--- src/rtl/memory_game_pkg.sv ---
// Shared types and helpers for the Simon-style memory game engine.
package memory_game_pkg;

  typedef enum logic [2:0] {
    IDLE     = 3'd0,
    APPEND   = 3'd1,
    SHOW_ON  = 3'd2,
    SHOW_GAP = 3'd3,
    WAIT_IN  = 3'd4,
    WIN      = 3'd5,
    LOSE     = 3'd6
  } state_t;

  localparam logic [15:0] LFSR_MASK = 16'hB400;

  // One right shift of the Galois LFSR; the mask is folded in when a one falls out.
  function automatic logic [15:0] lfsr_next(input logic [15:0] cur);
    lfsr_next = {1'b0, cur[15:1]} ^ (cur[0] ? LFSR_MASK : 16'h0000);
  endfunction

endpackage

--- src/rtl/memory_game_lfsr.sv ---
// Free-running 16-bit Galois LFSR used as the symbol source.
module memory_game_lfsr
  import memory_game_pkg::*;
#(
  parameter logic [15:0] SEED = 16'hACE1
) (
  input  logic        clk,
  input  logic        rst,
  output logic [15:0] q
);

  // Advance every cycle regardless of game state.
  always_ff @(posedge clk or posedge rst) begin
    if (rst) begin
      q <= SEED;
    end else begin
      q <= lfsr_next(q);
    end
  end

endmodule

--- src/rtl/memory_game_engine.sv ---
// Memory game core: grows a random sequence, replays it, and checks player presses.
module memory_game_engine
  import memory_game_pkg::*;
#(
  parameter int          NUM_BUTTONS    = 4,
  parameter int          MAX_LEVEL      = 16,
  parameter int          SHOW_CYCLES    = 8,
  parameter int          GAP_CYCLES     = 2,
  parameter int          TIMEOUT_CYCLES = 64,
  parameter logic [15:0] SEED           = 16'hACE1,
  localparam int         BW             = $clog2(NUM_BUTTONS),
  localparam int         LW             = $clog2(MAX_LEVEL + 1)
) (
  input  logic          clk,
  input  logic          rst,
  input  logic          start,
  input  logic          btn_valid,
  input  logic [BW-1:0] btn_id,
  output logic          show_valid,
  output logic [BW-1:0] show_id,
  output logic [LW-1:0] level,
  output logic          win,
  output logic          lose,
  output logic [2:0]    state_o
);

  // Sequence store is rounded up to a power of two so idx/level slices index it cleanly.
  localparam int AW    = (MAX_LEVEL > 1) ? $clog2(MAX_LEVEL) : 1;
  localparam int DEPTH = 1 << AW;
  localparam int T_A   = (SHOW_CYCLES > GAP_CYCLES) ? SHOW_CYCLES : GAP_CYCLES;
  localparam int T_MAX = (TIMEOUT_CYCLES > T_A) ? TIMEOUT_CYCLES : T_A;
  localparam int TW    = $clog2(T_MAX + 1);

  state_t          state;
  state_t          state_next;
  logic [LW-1:0]   level_next;
  logic [LW-1:0]   idx;
  logic [LW-1:0]   idx_next;
  logic [TW-1:0]   tmr;
  logic [TW-1:0]   tmr_next;
  logic [BW-1:0]   seq [DEPTH];
  logic            seq_we;
  logic [15:0]     lfsr_q;
  logic [BW-1:0]   symbol;
  logic [BW-1:0]   cur_sym;
  logic            at_last;
  logic            unused_lfsr_bits;

  memory_game_lfsr #(.SEED(SEED)) u_lfsr (
    .clk (clk),
    .rst (rst),
    .q   (lfsr_q)
  );

  assign symbol           = lfsr_q[BW-1:0];
  assign unused_lfsr_bits = ^lfsr_q[15:BW];
  assign cur_sym          = seq[idx[AW-1:0]];
  assign at_last          = (idx == (level - LW'(1)));

  // State and counter registers.
  always_ff @(posedge clk or posedge rst) begin
    if (rst) begin
      state <= IDLE;
      level <= '0;
      idx   <= '0;
      tmr   <= '0;
    end else begin
      state <= state_next;
      level <= level_next;
      idx   <= idx_next;
      tmr   <= tmr_next;
    end
  end

  // Sequence storage; contents after reset are don't-care.
  always_ff @(posedge clk) begin
    if (seq_we) begin
      seq[level[AW-1:0]] <= symbol;
    end
  end

  // Next-state and counter control.
  always_comb begin
    state_next = state;
    level_next = level;
    idx_next   = idx;
    tmr_next   = tmr;
    seq_we     = 1'b0;
    case (state)
      IDLE, WIN, LOSE: begin
        if (start) begin
          level_next = '0;
          state_next = APPEND;
        end else begin
          state_next = state;
        end
      end
      APPEND: begin
        seq_we     = 1'b1;
        level_next = level + LW'(1);
        idx_next   = '0;
        tmr_next   = '0;
        state_next = SHOW_ON;
      end
      SHOW_ON: begin
        if (tmr == TW'(SHOW_CYCLES - 1)) begin
          tmr_next   = '0;
          state_next = SHOW_GAP;
        end else begin
          tmr_next = tmr + TW'(1);
        end
      end
      SHOW_GAP: begin
        if (tmr == TW'(GAP_CYCLES - 1)) begin
          tmr_next = '0;
          if (at_last) begin
            idx_next   = '0;
            state_next = WAIT_IN;
          end else begin
            idx_next   = idx + LW'(1);
            state_next = SHOW_ON;
          end
        end else begin
          tmr_next = tmr + TW'(1);
        end
      end
      WAIT_IN: begin
        // A press on the timeout cycle takes priority over the timeout.
        if (btn_valid) begin
          if (btn_id != cur_sym) begin
            state_next = LOSE;
          end else if (at_last) begin
            state_next = (level == LW'(MAX_LEVEL)) ? WIN : APPEND;
          end else begin
            idx_next = idx + LW'(1);
            tmr_next = '0;
          end
        end else if (tmr == TW'(TIMEOUT_CYCLES - 1)) begin
          state_next = LOSE;
        end else begin
          tmr_next = tmr + TW'(1);
        end
      end
      default: begin
        state_next = IDLE;
      end
    endcase
  end

  // Moore output decode.
  always_comb begin
    show_valid = (state == SHOW_ON);
    show_id    = show_valid ? cur_sym : '0;
    win        = (state == WIN);
    lose       = (state == LOSE);
    state_o    = state;
  end

endmodule

--- config.mk ---
export PLATFORM = sky130hd
export DESIGN_NAME = memory_game_engine
export DESIGN_NICKNAME = d
export VERILOG_FILES = /design/src/rtl/memory_game_pkg.sv /design/src/rtl/memory_game_lfsr.sv /design/src/rtl/memory_game_engine.sv
export SDC_FILE = /design/constraint.sdc
export NUM_CORES = 1
export LEC_CHECK = 0
export CORE_UTILIZATION = 65
export CTS_BUF_LIST = sky130_fd_sc_hd__clkbuf_2
export CTS_CLUSTER_DIAMETER = 100
export DETAILED_ROUTE_END_ITERATION = 7
export DONT_BUFFER_PORTS = 1
export PLACE_DENSITY = 0.78
export SLEW_MARGIN = 10
export SYNTH_ARGS = -nofsm -noshare
export SYNTH_HDL_FRONTEND = slang
export SYNTH_SLANG_ARGS = --single-unit
--- constraint.sdc ---
create_clock -name clk -period 7.95 [get_ports clk]
set_clock_uncertainty 0.1 [all_clocks]
set_input_delay 1.59 -clock clk [delete_from_list [all_inputs] [get_ports clk]]
set_output_delay 1.59 -clock clk [all_outputs]
set_load 0.01 [all_outputs]
==> results of run 1 <==
-- stage by stage --
stage | area [um2] | util (%)
after global placement | 3420 | 67.5
after detailed placement | 3420 | 67.5
after global routing | 3560 | 70.2
after floorplan | 3420 | -
after CTS | 3560 | 70.2
final | 3560 | 70.2
-- sequential cells by signal, indices dropped and copies added, names as in the netlist --
register / count
idx: 5
level: 5
seq: 32
state_o: 3
tmr: 7
u_lfsr.q: 16
-- routing by layer --
metal	routed length, um	vias to the layer above	track usage [%]	part of all wire (%)
met5	0	-	0	0
met4	136	0	11.3	2.0
met3	334	12	4.61	5.0
met2	2980	64	37.6	45
met1	3210	1087	38.1	48
li1	-	1057	-	-
-- kinds of logic after synthesis --
kind of cell | synth area share, %
AOI/OAI and AO/OA | 12.3
and+or+nand+nor | 14.9
buffers and inverters | 4.03
muxes | 7.94
DFF | 54.8
xor gates and xnor gates | 3.59
adders and majority gates | 2.56
-- path summary, 6_finish.rpt --
| check | endpoint | slack [ns] |
|---|---|---|
| max in group asynchronous | u_lfsr.q[5] | 6.45 |
| hold / removal | u_lfsr.q[8] | 0.26 |
| min in group asynchronous | state_o[1] | 0.94 |
| setup reg to reg | idx[4] | 4.78 |
| hold reg to reg | u_lfsr.q[8] | 0.26 |
| setup / recovery | show_id[0] | 3.80 |
-- synthesized netlist by cell type, types with 8 or more instances --
library cell,instances
edfxtp_1,32
dfrtp_1,28
nor2_1,28
nand2_1,16
o21ai_0,15
and2_1,13
inv_1,13
a21oi_1,9
and3_1,9
clkbuf_1,9
dfstp_2,8
mux2i_1,8
nand3_1,8
-- final cells by class --
type	instances	area share [%]
Timing Repair Buffer	1	0.211
Clock inverter	6	2.46
Sequential cell	68	52.5
Inverter	13	1.37
Tap cell	70	2.46
Multi-Input combinational cell	198	39.6
Clock buffer	10	1.40
-- worst register-to-register path: cells and delay by family, from the launching register on --
kind	cells	cell delay, ns
AO/OA/AOI/OAI	4	1.62
flip-flops	1	0.64
adder cells (fa/ha/maj)	1	0.34
XOR/XNOR	1	0.17
buffers and inverters	1	0.12
AND/OR/NAND/NOR	1	0.11
-- where the power goes --
part           total [mW]  switching, mW  leakage, nW  internal, mW
clock network       0.233          0.127       0.0868         0.106
logic               0.355          0.209        0.611         0.146
registers           0.483         0.0843        0.771         0.399
-- cell usage in the layout (no fill, tap or decap), types with 5 or more instances in the layout --
| master | synthesis | layout |
|---|---|---|
| edfxtp_1 | 32 | 32 |
| nor2_1 | 28 | 28 |
| dfrtp_1 | 28 | 28 |
| nand2_1 | 16 | 16 |
| o21ai_0 | 15 | 15 |
| inv_1 | 13 | 13 |
| and2_1 | 13 | 13 |
| clkbuf_2 | 0 | 10 |
| and3_1 | 9 | 9 |
| a21oi_1 | 9 | 9 |
| mux2i_1 | 8 | 8 |
| nand3_1 | 8 | 8 |
| dfstp_2 | 8 | 8 |
| xnor2_1 | 7 | 7 |
| xor2_1 | 7 | 7 |
| ha_1 | 7 | 7 |
| nor3_1 | 6 | 6 |
| nand3b_1 | 5 | 5 |
| mux2_2 | 5 | 5 |
| a31oi_1 | 5 | 5 |
==> results.yml, run 1 <==
synthesis:
  yosysSeqAreaShare_pct: 54.8
  synth_seq_cells: 68
  syn-instance-count: 295
  yosysTopAreaCell: "edfxtp_1"
  yosys_warnings: 0
  synth-edff-count: 32
  synth_nets: 308
  postSynthAreaPerCell_um2: 11.6
  synth.area.top_cells: "edfxtp_1 28%, dfrtp_1 20%, dfstp_2 6.1%"
  synth_top_area_share_pct: 28.1
  ys.flop_type: "edfxtp_1"
  synth_area_um2: 3420
  synth.distinct_cells: 61
  ys_async_sr_fraction_pct: 52.9
clocking:
  htree_levels: 3
  clk_latency_ns: 0.51
  path_clk_slew_ns: 0.20
  cts_resized: 0
  numCtsBuffers: 9
  cts_hold_buf: 0
  postCtsSetupRepairBufs: 0
  cts_root_buf: "clkbuf_2"
  cts_max_path_buffers: 2
  cts_tree: "yes"
  cts.sinks: 68
placed_design:
  pre_cts_slack_ns: 4.39
  port_buffers: 0
  dpl.hpwl_um: 4560
  placedCellCount: 350
  gp_congestion: 0.831
worst_setup_path:
  crit_family: "compound AO/OA/AOI/OAI gates"
  critPathLaunchType: "register"
  cp.depth: 4
  r2r_start: "level[0]"
  cp_slowest_cell: "dfrtp_1"
  crit_chain: "mux2i_1 > a221oi_2 > a22oi_1 > a21boi_0"
  cp_slowest_stage_delay_ns: 0.78
  crit_arrival_ns: 2.46
  reg2regPathDepth: 8
  cp_max_fo: 14
  crit_buf_inv: 0
  crit_required_ns: 6.26
  crit_type: "register to output pin"
  endpoint_kind: "output pin"
  startpoint: "idx[0]"
timing:
  max_clock_freq_mhz: 241
  hold_violations: 0
  fin_crit_ns: 4.15
  fin_hold_ws_ns: 0.262
  fin_crit_sh_pct: 52.2
  fin_setup_tns_ns: 0
  setup_viol: 0
  final-max-slew-violation-count: 0
  fin_ws_ns: 3.80
  worstMarginPinSlew_ns: 0.761
  rsz0062_at_grt: "false"
  slew_headroom_pct: 48.6
finish:
  area_growth_pct: 4.21
  drive_gt1_share_pct: 13.9
  seq_area_um2: 1870
  fin_cells: 366
  nets: 304
  nFillCells: 374
  n_antenna_cell: 0
  multiInputGateArea_um2: 1410
grt:
  overflow: 0
  grtUsageTotal_pct: 25.8
  grt_max_degree: 37
  grt_pass1_vias: 2050
  grt_pass1_wl_um: 10300
  antenna_found_initial: 0
route:
  vias: 2220
  ant_nets: 0
  drtPass1Iterations: 4
  routed_wl_um: 6660
  drc: 0
  routedWlPerCell_um: 18.2
  via_per_inst: 6.07
  drtIter0Drc: 231
power:
  p_leak_nw: 1.47
  p_per_area_nw_per_um2: 301
  power.total_mw: 1.07
  peakVddDrop_mv: 0.182
worst_hold_path:
  hp-class: "register to register"
  hold_depth: 0
  min_from: "u_lfsr.q[9]"
floorplanning:
  initial_core_util_pct: 67.4
  die_w_um: 74.5
  core_area_um2: 5070
  rows: 26
  die_h_um: 74.5
  pin_count: 19
  floorplan.die_area_um2: 5550
run:
  drv_cap: 0
outcome:
  status: "finished, final reports clean"
(Power assumes the default switching activity.)
==> inputs of run 2 (changes only) <==
==> constraint.sdc (replaced) <==
create_clock -name clk -period 4.2 [get_ports clk]
set_clock_uncertainty 0.1 [all_clocks]
set_input_delay 0.84 -clock clk [delete_from_list [all_inputs] [get_ports clk]]
set_output_delay 0.84 -clock clk [all_outputs]
set_load 0.01 [all_outputs]
==> run 2 against run 1 <==
Net effect:
- worst setup slack worse by 3.0 ns
- first-iteration DRC count up 1.3%
- routed wire length increased by 0.96%
- via count rose by 2.9%
- register-to-register slack worse by 3.8 ns
- critical path type unchanged
- largest cell class unchanged
==> results.yml, run 2 (synthesis gave the netlist of run 1 again) <==
outcome:
  status: "finished, final reports clean"
finish:
  nFillCells: 400
  most-common-layout-cells: "32 x edfxtp_1, 28 x nor2_1, 28 x dfrtp_1"
  drive_gt1_share_pct: 13.9
  nets: 304
  largest_register_ffs: 32
  fin_cells: 366
  n_antenna_cell: 0
  area_growth_pct: 4.14
  layout_commonest_cell: "edfxtp_1"
worst_hold_path:
  hp-class: "input port to async pin"
grt:
  use_met3_pct: 4.47
  antenna_found_initial: 0
  grt_max_degree: 37
  grt_pass1_wl_um: 10600
  grtUsageMet1_pct: 38.8
  grt_pass1_vias: 2087
  overflow: 0
  grtUsageTotal_pct: 26.9
  gr-usage-met2_pct: 39.9
  grt_busiest_layer: "met2"
worst_setup_path:
  crit_family: "compound AO/OA/AOI/OAI gates"
  reg2regPathDepth: 8
  cp_slowest_stage_delay_ns: 0.77
  crit_buf_inv: 0
  critPathLaunchType: "register"
  r2r_end: "idx[4]"
  cp_slowest_cell: "dfrtp_1"
  crit_required_ns: 3.26
  cp_max_fo: 15
  crit_type: "register to output pin"
  r2r_start: "level[0]"
  endpoint_kind: "output pin"
  ff2ff_setup_slack_ns: 1.02
  crit_arrival_ns: 2.50
  crit_chain: "and2b_4 > a221oi_2 > a22oi_1 > a21boi_0"
placed_design:
  placedCellCount: 350
  dpl.hpwl_um: 4640
  port_buffers: 0
  gp_congestion: 0.840
route:
  via_per_inst: 6.24
  routedWlPerCell_um: 18.4
  vias: 2285
  drtIter0Drc: 234
  routed_wl_um: 6720
  drc: 0
  ant_nets: 0
  drtPass1Iterations: 5
floorplanning:
  core_area_um2: 5070
  floorplan.die_area_um2: 5550
  die_w_um: 74.5
  initial_core_util_pct: 67.4
  die_h_um: 74.5
  rows: 26
  pin_count: 19
clocking:
  cts_root_buf: "clkbuf_2"
  cts.sinks: 68
  cts_max_path_buffers: 2
  postCtsSetupRepairBufs: 0
  numCtsBuffers: 9
  cts_resized: 0
  cts_hold_buf: 0
  cts_tree: "yes"
  clk_latency_ns: 0.52
  path_clk_slew_ns: 0.20
  htree_levels: 3
power:
  p_per_area_nw_per_um2: 566
  p_leak_nw: 1.47
  peakVddDrop_mv: 0.506
timing:
  hold_violations: 0
  max_clock_freq_mhz: 291
  slew_headroom_pct: 52.8
  worstMarginPinSlew_ns: 0.698
  fin_crit_sh_pct: 81.9
  final-max-slew-violation-count: 0
  fin_hold_ws_ns: 0.186
  fin_setup_tns_ns: 0
  rsz0062_at_grt: "false"
  fin_crit_ns: 3.44
  setup_viol: 0
run:
  drv_cap: 0
==> run 2: cell types whose count changed in the layout (fill, tap and decap cells not counted), sizes merged <==
cell / delta
clkbuf: -1
clkinv: +2
inv: -1
==> run 2: power by group <==
part | total, mW | leakage (nW) | switching [mW] | internal (mW)
logic | 0.670 | 0.611 | 0.393 | 0.277
registers | 0.914 | 0.771 | 0.159 | 0.755
clock network | 0.432 | 0.0860 | 0.237 | 0.195
total | 2.02 | 1.47 | 0.789 | 1.23
==> run 2: per-stage QoR <==
| stage | power, mW | setup slack (ns) | util [%] | instance area (um2) |
|---|---|---|---|---|
| after floorplan | 1.46 | 1.48 | - | 3420 |
| after global placement | 1.56 | 1.18 | 67.5 | 3420 |
| after detailed placement | 1.58 | 1.11 | 67.5 | 3420 |
| after CTS | 2.01 | 0.766 | 70.1 | 3560 |
| after global routing | 2.13 | 0.601 | 70.1 | 3560 |
| final | 2.02 | 0.762 | 70.1 | 3560 |
==> run 2: how the worst max path moves through the flow <==
stage,startpoint,cells after the start,endpoint,slack [ns]
floorplan,level[0],9,idx[4],1.48
global placement,level[0],8,idx[4],1.18
detailed placement,level[0],8,idx[4],1.11
CTS,idx[1],4,show_id[0],0.77
global route,idx[0],4,show_id[0],0.60
finish,idx[1],4,show_id[0],0.76
==> run 2: routing by layer <==
metal	up-vias	share of wire [%]
li1	1066	-
met1	1146	46
met2	64	47
met3	9	5.2
met4	0	1.5
met5	-	0
==> run 2: final cells by class <==
class | count | area (um2) | share of cell area [%]
Sequential cell | 68 | 1870 | 52.6
Multi-Input combinational cell | 198 | 1410 | 39.6
Clock inverter | 7 | 90.1 | 2.53
Tap cell | 70 | 87.6 | 2.46
Inverter | 13 | 48.8 | 1.37
Clock buffer | 9 | 45.0 | 1.27
Timing Repair Buffer | 1 | 7.51 | 0.211
